**src/rtl/lsu_dmem_agent_if.sv**
```systemverilog
// Shared packet types for the LSU/DMEM/CDB paths and the bundled handshake interface
// used by lsu_dmem_agent.
package lsu_dmem_agent_pkg;

    localparam int unsigned TAG_WIDTH = 6;

    localparam logic [6:0] OPC_LOAD  = 7'b0000011;
    localparam logic [6:0] OPC_STORE = 7'b0100011;

    typedef struct packed {
        logic [31:0] data;
    } operand_t;

    typedef struct packed {
        logic                 is_valid;
        logic [6:0]           opcode;
        logic [7:0]           uop_0;
        operand_t             src_0_a;
        operand_t             src_1_b;
        logic [TAG_WIDTH-1:0] dest_tag;
    } instruction_t;

    typedef struct packed {
        logic                 is_valid;
        logic [31:0]          result;
        logic [TAG_WIDTH-1:0] dest_tag;
    } writeback_packet_t;

endpackage

interface lsu_dmem_agent_if;
    import lsu_dmem_agent_pkg::*;

    logic              lsu_req_rdy;
    instruction_t      lsu_req_packet;
    logic              dmem_req_rdy;
    instruction_t      dmem_req_packet;
    logic              dmem_rec_rdy;
    writeback_packet_t dmem_rec_packet;
    logic              cdb_rdy;
    writeback_packet_t cdb_packet;

    // master is the agent; slave is the surrounding LSU / memory / CDB environment.
    modport master (
        output lsu_req_rdy,
        input  lsu_req_packet,
        input  dmem_req_rdy,
        output dmem_req_packet,
        output dmem_rec_rdy,
        input  dmem_rec_packet,
        input  cdb_rdy,
        output cdb_packet
    );

    modport slave (
        input  lsu_req_rdy,
        output lsu_req_packet,
        output dmem_req_rdy,
        input  dmem_req_packet,
        input  dmem_rec_rdy,
        output dmem_rec_packet,
        output cdb_rdy,
        input  cdb_packet
    );

endinterface

```
**src/rtl/lsu_dmem_agent.sv**
```systemverilog
// DMEM initiator: buffers LSU requests onto DMEM, tracks outstanding loads, forwards load
// results in order to the CDB, rejects misaligned accesses and drains stale responses on flush.
module lsu_dmem_agent
    import lsu_dmem_agent_pkg::*;
#(
    parameter int unsigned MAX_OUTSTANDING = 2
) (
    input  logic                 clk,
    input  logic                 rst,
    input  logic                 flush,
    lsu_dmem_agent_if.master     bus,
    output logic                 misalign_val,
    output logic [TAG_WIDTH-1:0] misalign_tag,
    output logic                 idle
);

    localparam int unsigned CntW = $clog2(MAX_OUTSTANDING + 1);

    localparam logic [2:0] F3_H  = 3'b001;
    localparam logic [2:0] F3_W  = 3'b010;
    localparam logic [2:0] F3_HU = 3'b101;

    typedef enum logic [1:0] {StIdle, StBusy, StDrain} state_e;

    state_e            state_q, state_d;
    instruction_t      req_q, req_d;
    writeback_packet_t out_q, out_d;
    logic [CntW-1:0]   out_cnt_q, out_cnt_d;
    logic [CntW-1:0]   drop_cnt_q, drop_cnt_d;
    logic              misalign_val_d;
    logic [TAG_WIDTH-1:0] misalign_tag_d;

    logic            in_load, misaligned, req_has_load, load_ok;
    logic            req_fire, load_issue, accept, enter_req;
    logic            rec_fire, rec_to_drop, rec_to_out, out_load, cdb_fire;
    logic [2:0]      f3;
    logic [1:0]      addr_lo;
    logic [CntW:0]   inflight;

    assign f3         = bus.lsu_req_packet.uop_0[2:0];
    assign addr_lo    = bus.lsu_req_packet.src_0_a.data[1:0];
    assign in_load    = bus.lsu_req_packet.opcode == OPC_LOAD;
    assign misaligned = (((f3 == F3_H) || (f3 == F3_HU)) && addr_lo[0]) ||
                        ((f3 == F3_W) && (addr_lo != 2'b00));

    assign req_has_load = req_q.is_valid && (req_q.opcode == OPC_LOAD);
    assign req_fire     = req_q.is_valid && bus.dmem_req_rdy;
    assign load_issue   = req_fire && (req_q.opcode == OPC_LOAD);

    // A load still sitting in REQ already holds an outstanding slot.
    assign inflight = {1'b0, out_cnt_q} + {{CntW{1'b0}}, req_has_load};
    assign load_ok  = inflight < (CntW + 1)'(MAX_OUTSTANDING);

    assign bus.lsu_req_rdy = !rst && (state_q != StDrain) && !flush &&
                             (!req_q.is_valid || req_fire) && (!in_load || load_ok);
    assign accept          = bus.lsu_req_packet.is_valid && bus.lsu_req_rdy;
    assign enter_req       = accept && !misaligned;

    assign bus.dmem_rec_rdy = (state_q == StDrain) || !out_q.is_valid || bus.cdb_rdy;
    assign rec_fire         = bus.dmem_rec_packet.is_valid && bus.dmem_rec_rdy;
    // Stale responses are always older than live ones, so they are retired first.
    assign rec_to_drop      = rec_fire && (drop_cnt_q != '0);
    assign rec_to_out       = rec_fire && (drop_cnt_q == '0) && (out_cnt_q != '0);
    assign out_load         = rec_fire && !rec_to_drop && (state_q != StDrain) && !flush;
    assign cdb_fire         = out_q.is_valid && bus.cdb_rdy;

    assign bus.dmem_req_packet = req_q;
    assign bus.cdb_packet      = out_q;

    assign idle = (state_q == StIdle) && !req_q.is_valid && !out_q.is_valid &&
                  (out_cnt_q == '0) && (drop_cnt_q == '0);

    always_comb begin
        out_cnt_d      = out_cnt_q;
        drop_cnt_d     = drop_cnt_q;
        req_d          = req_q;
        out_d          = out_q;
        state_d        = state_q;
        misalign_val_d = accept && misaligned;
        misalign_tag_d = (accept && misaligned) ? bus.lsu_req_packet.dest_tag : '0;

        if (load_issue) out_cnt_d = out_cnt_d + CntW'(1);
        if (rec_to_out) out_cnt_d = out_cnt_d - CntW'(1);
        if (rec_to_drop) drop_cnt_d = drop_cnt_d - CntW'(1);

        if (enter_req) begin
            req_d = bus.lsu_req_packet;
        end else if (req_fire) begin
            req_d.is_valid = 1'b0;
        end

        if (out_load) begin
            out_d = bus.dmem_rec_packet;
        end else if (cdb_fire) begin
            out_d.is_valid = 1'b0;
        end

        if (flush) begin
            drop_cnt_d     = drop_cnt_d + out_cnt_d;
            out_cnt_d      = '0;
            req_d.is_valid = 1'b0;
            out_d.is_valid = 1'b0;
            state_d        = (drop_cnt_d != '0) ? StDrain : StIdle;
        end else begin
            unique case (state_q)
                StIdle: begin
                    if (accept) state_d = StBusy;
                end
                StBusy: begin
                    if (!req_d.is_valid && (out_cnt_d == '0) && !out_d.is_valid) begin
                        state_d = StIdle;
                    end
                end
                StDrain: begin
                    if (drop_cnt_d == '0) state_d = StIdle;
                end
                default: state_d = StIdle;
            endcase
        end
    end

    always_ff @(posedge clk) begin
        if (rst) begin
            state_q      <= StIdle;
            req_q        <= '0;
            out_q        <= '0;
            out_cnt_q    <= '0;
            drop_cnt_q   <= '0;
            misalign_val <= 1'b0;
            misalign_tag <= '0;
        end else begin
            state_q      <= state_d;
            req_q        <= req_d;
            out_q        <= out_d;
            out_cnt_q    <= out_cnt_d;
            drop_cnt_q   <= drop_cnt_d;
            misalign_val <= misalign_val_d;
            misalign_tag <= misalign_tag_d;
        end
    end

endmodule

```
**src/flat_wrapper.sv**
```systemverilog
// flat-port wrapper written by rule: the top's interface ports become plain ports
module lsu_dmem_agent_flat import lsu_dmem_agent_pkg::*;
#(
    parameter int unsigned MAX_OUTSTANDING = 2
)
  (clk, rst, flush, misalign_val, misalign_tag, idle, bus_lsu_req_rdy, bus_lsu_req_packet, bus_dmem_req_rdy, bus_dmem_req_packet, bus_dmem_rec_rdy, bus_dmem_rec_packet, bus_cdb_rdy, bus_cdb_packet);
  lsu_dmem_agent_if bus_i ();
  input  logic clk;
  input  logic rst;
  input  logic flush;
  output logic misalign_val;
  output logic [TAG_WIDTH-1:0] misalign_tag;
  output logic idle;
  output wire logic [$bits(bus_i.lsu_req_rdy)-1:0] bus_lsu_req_rdy;
  input wire logic [$bits(bus_i.lsu_req_packet)-1:0] bus_lsu_req_packet;
  input wire logic [$bits(bus_i.dmem_req_rdy)-1:0] bus_dmem_req_rdy;
  output wire logic [$bits(bus_i.dmem_req_packet)-1:0] bus_dmem_req_packet;
  output wire logic [$bits(bus_i.dmem_rec_rdy)-1:0] bus_dmem_rec_rdy;
  input wire logic [$bits(bus_i.dmem_rec_packet)-1:0] bus_dmem_rec_packet;
  input wire logic [$bits(bus_i.cdb_rdy)-1:0] bus_cdb_rdy;
  output wire logic [$bits(bus_i.cdb_packet)-1:0] bus_cdb_packet;
  assign bus_lsu_req_rdy = bus_i.lsu_req_rdy;
  assign bus_i.lsu_req_packet = bus_lsu_req_packet;
  assign bus_i.dmem_req_rdy = bus_dmem_req_rdy;
  assign bus_dmem_req_packet = bus_i.dmem_req_packet;
  assign bus_dmem_rec_rdy = bus_i.dmem_rec_rdy;
  assign bus_i.dmem_rec_packet = bus_dmem_rec_packet;
  assign bus_i.cdb_rdy = bus_cdb_rdy;
  assign bus_cdb_packet = bus_i.cdb_packet;
  lsu_dmem_agent #(.MAX_OUTSTANDING(MAX_OUTSTANDING)) u_core (.clk(clk), .rst(rst), .flush(flush), .bus(bus_i), .misalign_val(misalign_val), .misalign_tag(misalign_tag), .idle(idle));
endmodule
```
**config.mk**
```make
export PLATFORM = sky130hd
export DESIGN_NAME = lsu_dmem_agent_flat
export DESIGN_NICKNAME = d
export VERILOG_FILES = /design/src/rtl/lsu_dmem_agent_if.sv /design/src/rtl/lsu_dmem_agent.sv /design/src/flat_wrapper.sv
export SDC_FILE = /design/constraint.sdc
export NUM_CORES = 1
export LEC_CHECK = 0
export ABC_CLOCK_PERIOD_IN_PS = 3610
export BUFFER_PORTS_ARGS = -buffer_cell sky130_fd_sc_hd__buf_2
export CORE_UTILIZATION = 45
export CTS_CLUSTER_DIAMETER = 100
export DETAILED_ROUTE_END_ITERATION = 16
export GPL_ROUTABILITY_DRIVEN = 0
export PLACE_DENSITY = 0.76
export SYNTH_ARGS = -nofsm -noshare
export SYNTH_HDL_FRONTEND = slang
export SYNTH_SLANG_ARGS = --single-unit
```
**constraint.sdc**
```tcl
create_clock -name clk -period 3.61 [get_ports clk]
set_input_delay 0.361 -clock clk [delete_from_list [all_inputs] [get_ports clk]]
set_output_delay 0.361 -clock clk [all_outputs]
set_load 0.01 [all_outputs]
```
==> flow_metrics.env, run 1 <==
export IMPL_drc_errors=0
export IMPL_syn_area_per_cell_um2=9.62
export IMPL_post_cts_repair_setup_buffers=0
export IMPL_wirelength_mm=13.2
export IMPL_final_area_um2=7420
export IMPL_final_setup_tns_ns=0
export IMPL_async_reset_ff_share_pct=0
export IMPL_rows=39
export IMPL_first_pass_iters=4
export IMPL_place_area_um2=6730
export IMPL_clock_latency_ns=0.41
export IMPL_grt_ovfl_total=0
export IMPL_worst_setup_path_end_kind="flip-flop"
export IMPL_grt_usage_pct=21.7
export IMPL_cts_tree="built"
export IMPL_rsz0062_at_grt="false"
export IMPL_synth_seq_area_share_pct=52.5
export IMPL_reg2reg_depth=10
export IMPL_cts_root_buf="clkbuf_16"
export IMPL_syn_area_um2=5260
export IMPL_initial_core_util_pct=46.1
export IMPL_coreArea_um2=11400
export IMPL_synthCells=547
export IMPL_portBuffers=264
export IMPL_worstPathRequired_ns=3.90
export IMPL_cts_num_sinks=138
export IMPL_dr_first_iter_drc_count=222
export IMPL_hold_path_depth=2
export IMPL_multi_input_area_um2=2340
export IMPL_via_per_inst=4.91
export IMPL_hold_violations=0
export IMPL_p_per_area_nw_per_um2=539
export IMPL_ff_latch_area_um2=2760
export IMPL_yosys_register_bits=138
export IMPL_comb_power_share_pct=9.5
export IMPL_vias=4738
export IMPL_maxCapViolations=0
export IMPL_synthFlopType="dfxtp_1"
export IMPL_clk_pin_slew_ns=0.06
export IMPL_grt_pass1_vias=4406
export IMPL_crit_path_start_kind="flip-flop"
export IMPL_synth_warnings=0
export IMPL_antenna_found_initial=0
export IMPL_numCtsBuffers=17
export IMPL_synth_edff_count=0
export IMPL_grt_max_degree=77
export IMPL_cp_max_fo=9
export IMPL_drtAntennaViolNets=0
export IMPL_period_share_pct=87.2
export IMPL_p_clk_share_pct=50.1
export IMPL_fmax_mhz=318
export IMPL_maxSlewHeadroom_pct=50.0
export IMPL_fin_util_pct=65.0
export IMPL_filler_cell_count=976
export IMPL_drv_slew=0
export IMPL_critical_path_class="reg2reg"
export IMPL_tightest_slew_ns=0.750
export IMPL_ys_types=51
export IMPL_layout_min_cycle_time_ns=3.15
export IMPL_swShare_pct=21.6
export IMPL_cts_repair_resized=0
export IMPL_p_sw_mw=0.863
export IMPL_die_area_um2=12100
export IMPL_numPlacedInstances=933
export IMPL_routedWlPerCell_um=13.7
export IMPL_syn_nets=680
export IMPL_irDropWorstVdd_mv=0.565
export IMPL_internal_power_mw=3.14
export IMPL_status="finished, final reports clean"
export IMPL_worst_clock_skew_ns=0.00742
export IMPL_clockBufferDepth=2
export IMPL_setup_violations=0
export IMPL_syn_to_final_growth_pct=41.1
export IMPL_die_w_um=110
export IMPL_hold_buffers=0
export IMPL_drive_above_1_share_pct=39.1
export IMPL_layout_cells_non_filler=965
export IMPL_post_dp_hpwl_mm=9.74
export IMPL_hold_class="in2reg"
export IMPL_grt_pass1_wl_mm=20.2
export IMPL_p_leak_nw=3.40
export IMPL_cts_max_level=4
export IMPL_p_seq_share_pct=40.4
export IMPL_num_antenna_cells=0
export IMPL_io_pins=265
export IMPL_worstPathArrival_ns=3.44
export IMPL_nets=942
export IMPL_die_y_um=110
## power by group through the flow
stage	combinational (mW)	sequential [mW]	clock, mW
after floorplan	0.183	1.67	0
after global placement	0.370	1.64	0
after detailed placement	0.380	1.64	0
after CTS	0.383	1.61	2.04
after global routing	0.422	1.62	2.10
final	0.380	1.61	2.00
## critical path: stages (launching register included)
cell and delay (ns):
dfxtp_1 0.50, inv_1 0.10, ha_1 0.26, a211oi_4 0.33
xnor2_1 0.24, xnor2_1 0.18, ha_1 0.32, or4b_1 0.47
o2111a_1 0.15, a31oi_1 0.15, mux2_1 0.33
## placed cells by master (no fill, tap or decap), types with 2 or more instances in the layout
cell,n
a21oi_1,41
a21oi_2,2
a311oi_1,2
a31oi_1,2
and2_1,7
buf_12,2
buf_2,263
buf_4,10
bufinv_16,7
clkbuf_16,17
clkinv_2,4
dfxtp_1,138
ha_1,3
inv_1,5
mux2i_1,86
nand2_1,80
nand2b_1,3
nand3_1,3
nand4_1,4
nor2_1,93
nor2b_1,3
nor3_1,4
nor4b_1,3
o21ai_0,2
or4b_1,2
xnor2_1,3
## cell type report
type	count	area share [%]
Clock inverter	13	3.32
Clock buffer	19	5.97
Inverter	6	0.303
Timing Repair Buffer	275	19.3
Tap cell	143	2.41
Sequential cell	138	37.2
Multi-Input combinational cell	371	31.5
## final timing paths
kind	end	slack [ns]	start
hold reg to reg	u_core.bus.cdb_packet[25]$_SDFFE_PP0P_	0.45	u_core.bus.cdb_packet[25]$_SDFFE_PP0P_
setup reg to reg	u_core.drop_cnt_q[1]$_SDFF_PP0_	0.46	u_core.out_cnt_q[0]$_SDFF_PP0_
setup / recovery	u_core.drop_cnt_q[1]$_SDFF_PP0_	0.46	u_core.out_cnt_q[0]$_SDFF_PP0_
hold / removal	u_core.misalign_tag[5]$_SDFF_PP0_	0.17	bus_lsu_req_packet[5]
## kinds of logic after synthesis
group	synth area share, %
AOI/OAI and AO/OA	7.30
xor gates and xnor gates	0.928
adders and majority gates	0.714
buffers and inverters	3.28
DFF	52.5
muxes	16.6
and+or+nand+nor	18.7
## state kept, by name, indices dropped and copies added, names as in the netlist
signal / count
u_core.misalign_val: 1
u_core.misalign_tag: 6
u_core.state_q: 2
u_core.bus.dmem_req_packet: 86
u_core.bus.cdb_packet: 39
u_core.drop_cnt_q: 2
u_core.out_cnt_q: 2
## synthesized netlist by cell type (2+ instances only)
cell | count | area, µm²
a21oi_1 | 41 | 205
a21oi_2 | 2 | 17.5
a311oi_1 | 2 | 17.5
a31oi_1 | 2 | 12.5
and2_1 | 7 | 43.8
buf_2 | 6 | 30.0
buf_4 | 6 | 45.0
clkbuf_1 | 20 | 75.1
dfxtp_1 | 138 | 2760
ha_1 | 3 | 37.5
inv_1 | 5 | 18.8
mux2i_1 | 86 | 861
nand2_1 | 80 | 300
nand2b_1 | 3 | 18.8
nand3_1 | 3 | 15.0
nand4_1 | 4 | 25.0
nor2_1 | 93 | 349
nor2b_1 | 3 | 18.8
nor3_1 | 4 | 20.0
nor4_1 | 2 | 12.5
nor4b_1 | 3 | 26.3
o21ai_0 | 2 | 10.0
or4b_1 | 2 | 20.0
xnor2_1 | 3 | 26.3
## stage by stage
step	power [mW]	worst slack [ns]	hold WS (ns)
6_report	4.00	0.460	0.168
5_1_grt	4.15	0.318	0.165
4_1_cts	4.03	0.484	0.150
3_5_place_dp	2.03	0.484	0.443
3_3_place_gp	2.01	0.633	0.438
2_1_floorplan	1.85	0.846	0.481
## routing by layer
layer  part of all wire (%)  GRT usage (%)
met5                      0              0
met3                    5.1           5.94
met2                     52           37.5
met1                     41           24.6
met4                    2.6           10.7
Note: power is estimated with default switching activity, not from simulation.
==> run 2: changes to the inputs <==
Settings changed: PLACE_DENSITY 0.76 to default, PLACE_DENSITY_LB_ADDON from default to 0.1.
==> flow_metrics.env, run 2 (synthesis results as in run 1) <==
export IMPL_numCtsBuffers=17
export IMPL_portBuffers=264
export IMPL_via_per_inst=4.94
export IMPL_post_cts_repair_setup_buffers=0
export IMPL_ff_latch_area_um2=2760
export IMPL_path_cells="inv_1 > ha_1 > a211oi_4 > xnor2_1 > xnor2_1 > ha_1 > or4b_1 > o2111a_1 > a31oi_1 > mux2_1"
export IMPL_rows=39
export IMPL_drtAntennaViolNets=0
export IMPL_grt_pass1_vias=4429
export IMPL_final_setup_tns_ns=0
export IMPL_crit_path_start_kind="flip-flop"
export IMPL_min_from="bus_lsu_req_packet[5]"
export IMPL_grt_pass1_wl_mm=20.4
export IMPL_met1_usage_pct=23.8
export IMPL_drive_above_1_share_pct=38.8
export IMPL_antenna_found_initial=0
export IMPL_cp_slowest_cell="dfxtp_1"
export IMPL_hold_buffers=0
export IMPL_grt_usage_pct=22.2
export IMPL_cts_max_level=4
export IMPL_coreArea_um2=11400
export IMPL_p_per_area_nw_per_um2=503
export IMPL_first_pass_iters=4
export IMPL_initial_core_util_pct=46.1
export IMPL_cp_slowest_stage_delay_ns=0.50
export IMPL_final_common_cell="buf_2"
export IMPL_worst_setup_path_end_kind="flip-flop"
export IMPL_die_w_um=110
export IMPL_rsz0062_at_grt="false"
export IMPL_r2r_start="u_core.out_cnt_q[0]$_SDFF_PP0_"
export IMPL_die_y_um=110
export IMPL_syn_to_final_growth_pct=39.6
export IMPL_largest_register_ffs=86
export IMPL_setup_violations=0
export IMPL_final_cell_mix="263 x buf_2, 138 x dfxtp_1, 93 x nor2_1, 86 x mux2i_1, 80 x nand2_1"
export IMPL_cts_num_sinks=138
export IMPL_cp_max_fo=9
export IMPL_clock_latency_ns=0.41
export IMPL_routedWlPerCell_um=14.3
export IMPL_cts_repair_resized=0
export IMPL_critical_path_class="reg2reg"
export IMPL_cts_root_buf="clkbuf_16"
export IMPL_num_antenna_cells=0
export IMPL_drv_slew=0
export IMPL_drc_errors=0
export IMPL_p_leak_nw=3.35
export IMPL_clk_pin_slew_ns=0.05
export IMPL_wirelength_mm=13.8
export IMPL_grt_ovfl_total=0
export IMPL_crit_family="compound AO/OA/AOI/OAI gates"
export IMPL_die_area_um2=12100
export IMPL_nets=940
export IMPL_worstPathRequired_ns=3.90
export IMPL_layout_min_cycle_time_ns=3.24
export IMPL_fmax_mhz=309
export IMPL_grt_max_degree=73
export IMPL_dr_first_iter_drc_count=299
export IMPL_hold_class="in2reg"
export IMPL_path_buf_inv=1
export IMPL_worst_clock_skew_ns=0.00940
export IMPL_grt_use_met3_pct=7.52
export IMPL_clockBufferDepth=2
export IMPL_vias=4754
export IMPL_post_dp_hpwl_mm=10.1
export IMPL_filler_cell_count=985
export IMPL_hold_violations=0
export IMPL_maxSlewHeadroom_pct=36.7
export IMPL_grt_busiest_layer="met2"
export IMPL_tightest_slew_ns=0.936
export IMPL_crit_start="u_core.out_cnt_q[0]$_SDFF_PP0_"
export IMPL_period_share_pct=89.8
export IMPL_fin_hold_ws_ns=0.166
export IMPL_maxCapViolations=0
export IMPL_gr_usage_met2_pct=39.4
export IMPL_irDropWorstVdd_mv=0.337
export IMPL_cts_tree="built"
export IMPL_worstPathArrival_ns=3.53
export IMPL_multi_input_area_um2=2340
export IMPL_io_pins=265
export IMPL_status="finished, final reports clean"
-- run 2: cell count changes in the layout (fill, tap and decap cells not counted), sizes merged --
cell | previous run | this run
clkbuf | 19 | 27
bufinv | 7 | 1
clkinv | 5 | 2
buf | 275 | 273
clkinvlp | 1 | 2
-- run 2: final cells by class --
class	instances	area share [%]
multi-input cells	371	31.8
clock inverters	5	0.750
well taps	143	2.44
clock buffers	27	7.40
flip-flops and latches	138	37.6
repair buffers	273	19.6
inverters	6	0.307
-- run 2: metal layers --
layer	part of all wire (%)	vias to the layer above	wire, µm
li1	-	2367	-
met1	40	2186	5500
met2	51	185	7100
met3	7.4	16	1020
met4	1.2	0	170
met5	0	-	0
-- run 2: final timing paths --
| kind | end | slack [ns] | cells after the start |
|---|---|---|---|
| max | u_core.drop_cnt_q[1]$_SDFF_PP0_ | 0.37 | 10 |
| min | u_core.misalign_tag[5]$_SDFF_PP0_ | 0.17 | 2 |
| max reg2reg | u_core.drop_cnt_q[1]$_SDFF_PP0_ | 0.37 | 10 |
| min reg2reg | u_core.bus.cdb_packet[24]$_SDFFE_PP0P_ | 0.45 | 2 |
-- run 2: where the power goes --
group          internal (mW)  switching, mW  leakage [nW]
Clock                   1.09          0.605         0.292
Sequential              1.58         0.0307          1.12
Combinational          0.175          0.209          1.94
Total                   2.85          0.845          3.35
-- run 2: stage by stage --
stage / area, µm² / setup WS (ns) / utilization (%) / power, mW / instances
2_1_floorplan: 5260 / 0.846 / - / 1.85 / 547
4_1_cts: 7340 / 0.432 / 64.3 / 3.74 / 963
5_1_grt: 7340 / 0.228 / 64.3 / 3.85 / 963
3_5_place_dp: 6740 / 0.443 / 59.1 / 2.03 / 931
6_report: 7340 / 0.369 / 64.3 / 3.70 / 963
3_3_place_gp: 6740 / 0.638 / 59.1 / 2.02 / 931
==> run 3: changes to the inputs <==
Settings changed: ABC_CLOCK_PERIOD_IN_PS 3610 to default, CORE_MARGIN from default to 1.5.
==> flow_metrics.env, run 3 (synthesis results as in run 1) <==
export IMPL_clock_latency_ns=0.41
export IMPL_final_area_um2=7330
export IMPL_layout_min_cycle_time_ns=3.17
export IMPL_via_per_inst=4.90
export IMPL_post_cts_repair_setup_buffers=0
export IMPL_place_area_um2=6720
export IMPL_numPlacedInstances=931
export IMPL_worst_clock_skew_ns=0.00845
export IMPL_hold_class="in2reg"
export IMPL_portBuffers=264
export IMPL_vias=4711
export IMPL_maxSlewHeadroom_pct=20.9
export IMPL_io_pins=265
export IMPL_cts_root_buf="clkbuf_16"
export IMPL_worstPathRequired_ns=3.90
export IMPL_grt_ovfl_total=0
export IMPL_cp_max_fo=9
export IMPL_grt_pass1_wl_mm=22.3
export IMPL_rows=39
export IMPL_internal_power_mw=2.90
export IMPL_cts_max_level=4
export IMPL_post_dp_hpwl_mm=9.96
export IMPL_first_pass_iters=5
export IMPL_largest_register_ffs=86
export IMPL_cts_num_sinks=138
export IMPL_worstPathArrival_ns=3.46
export IMPL_tightest_slew_ns=1.19
export IMPL_antenna_found_initial=0
export IMPL_comb_power_share_pct=10.2
export IMPL_rsz0062_at_grt="false"
export IMPL_die_area_um2=12300
export IMPL_layout_cells_non_filler=962
export IMPL_initial_core_util_pct=46.1
export IMPL_path_cells="inv_1 > ha_1 > a211oi_4 > xnor2_1 > xnor2_1 > ha_1 > or4b_1 > o2111a_1 > a31oi_1 > mux2_1"
export IMPL_num_antenna_cells=0
export IMPL_crit_family="compound AO/OA/AOI/OAI gates"
export IMPL_irDropWorstVdd_mv=0.477
export IMPL_syn_to_final_growth_pct=39.3
export IMPL_p_per_area_nw_per_um2=512
export IMPL_p_seq_share_pct=43.0
export IMPL_setup_violations=0
export IMPL_die_y_um=111
export IMPL_p_sw_mw=0.855
export IMPL_grt_usage_pct=22.1
export IMPL_hold_buffers=0
export IMPL_grt_pass1_vias=4706
export IMPL_worst_setup_path_end_kind="flip-flop"
export IMPL_coreArea_um2=11400
export IMPL_fmax_mhz=316
export IMPL_cp_slowest_cell="dfxtp_1"
export IMPL_nets=940
export IMPL_swShare_pct=22.8
export IMPL_drc_errors=0
export IMPL_p_clk_share_pct=46.8
export IMPL_dr_first_iter_drc_count=243
export IMPL_final_cell_mix="263 x buf_2, 138 x dfxtp_1, 93 x nor2_1, 86 x mux2i_1, 80 x nand2_1"
export IMPL_status="finished, final reports clean"
export IMPL_drive_above_1_share_pct=38.8
export IMPL_period_share_pct=87.8
export IMPL_grt_max_degree=114
export IMPL_fin_util_pct=64.2
export IMPL_die_w_um=111
export IMPL_routedWlPerCell_um=14.3
export IMPL_critical_path_class="reg2reg"
export IMPL_final_setup_tns_ns=0
export IMPL_drv_slew=0
export IMPL_clockBufferDepth=2
export IMPL_clk_pin_slew_ns=0.06
export IMPL_cts_tree="built"
export IMPL_hold_violations=0
export IMPL_cp_slowest_stage_delay_ns=0.49
export IMPL_maxCapViolations=0
export IMPL_crit_path_start_kind="flip-flop"
export IMPL_path_buf_inv=1
export IMPL_wirelength_mm=13.7
export IMPL_cts_repair_resized=0
export IMPL_drtAntennaViolNets=0
export IMPL_p_leak_nw=3.36
export IMPL_final_common_cell="buf_2"
export IMPL_numCtsBuffers=17
[run 3: changes by cell type in the layout (fill, tap and decap cells not counted)]
| cell | change |
|---|---|
| bufinv_16 | +1 |
| clkbuf_8 | -1 |
| buf_4 | +2 |
| clkinv_4 | +1 |
| clkinvlp_4 | -2 |
| clkinv_2 | +1 |
| buf_12 | -2 |
| clkbuf_1 | -1 |
[run 3: layout make-up]
type,count,area [µm²]
sequential,138,2760
clock buffer,25,526
timing repair buffer,273,1420
fill,993,4090
tap,143,179
clock inverter,6,83.8
multi-input combinational,371,2340
inverter,6,22.5
[run 3: final timing paths]
path / slack [ns] / to / cells past startpoint / startpoint
setup reg to reg: 0.44 / u_core.drop_cnt_q[1]$_SDFF_PP0_ / 10 / u_core.out_cnt_q[0]$_SDFF_PP0_
setup / recovery: 0.44 / u_core.drop_cnt_q[1]$_SDFF_PP0_ / 10 / u_core.out_cnt_q[0]$_SDFF_PP0_
hold reg to reg: 0.45 / u_core.bus.cdb_packet[27]$_SDFFE_PP0P_ / 2 / u_core.bus.cdb_packet[27]$_SDFFE_PP0P_
hold / removal: 0.17 / u_core.misalign_tag[3]$_SDFF_PP0_ / 2 / bus_lsu_req_packet[3]
[run 3: power by group through the flow]
stage	Clock [mW]	Sequential [mW]	Combinational [mW]
after global routing	1.85	1.62	0.421
after detailed placement	0	1.65	0.382
after global placement	0	1.64	0.375
after floorplan	0	1.67	0.183
after CTS	1.79	1.61	0.384
final	1.76	1.61	0.381
[run 3: worst reg2reg max path: cells and delay by family (launching register included)]
family	cells	cell delay [ns]
buffers and inverters	1	0.10
AND/OR/NAND/NOR	1	0.47
XOR/XNOR	2	0.42
adder cells (fa/ha/maj)	2	0.59
AO/OA/AOI/OAI	3	0.64
multiplexers	1	0.35
flip-flops	1	0.49
[run 3: stage by stage]
step / hold slack (ns) / setup slack [ns] / total power, mW
after detailed placement: 0.444 / 0.497 / 2.03
after global placement: 0.439 / 0.630 / 2.02
after global routing: 0.166 / 0.276 / 3.89
final: 0.174 / 0.442 / 3.75
after CTS: 0.152 / 0.476 / 3.79
after floorplan: 0.481 / 0.846 / 1.85
[run 3: per-layer routing]
metal  GRT usage (%)  part of all wire (%)  wire length [µm]  vias up
met5               0                     0                 0        -
met1            25.1                    41              5640     2170
met3            6.94                   6.4               877       16
li1                -                     -                 -     2359
met2            39.1                    51              7040      166
met4            8.02                   1.3               174        0
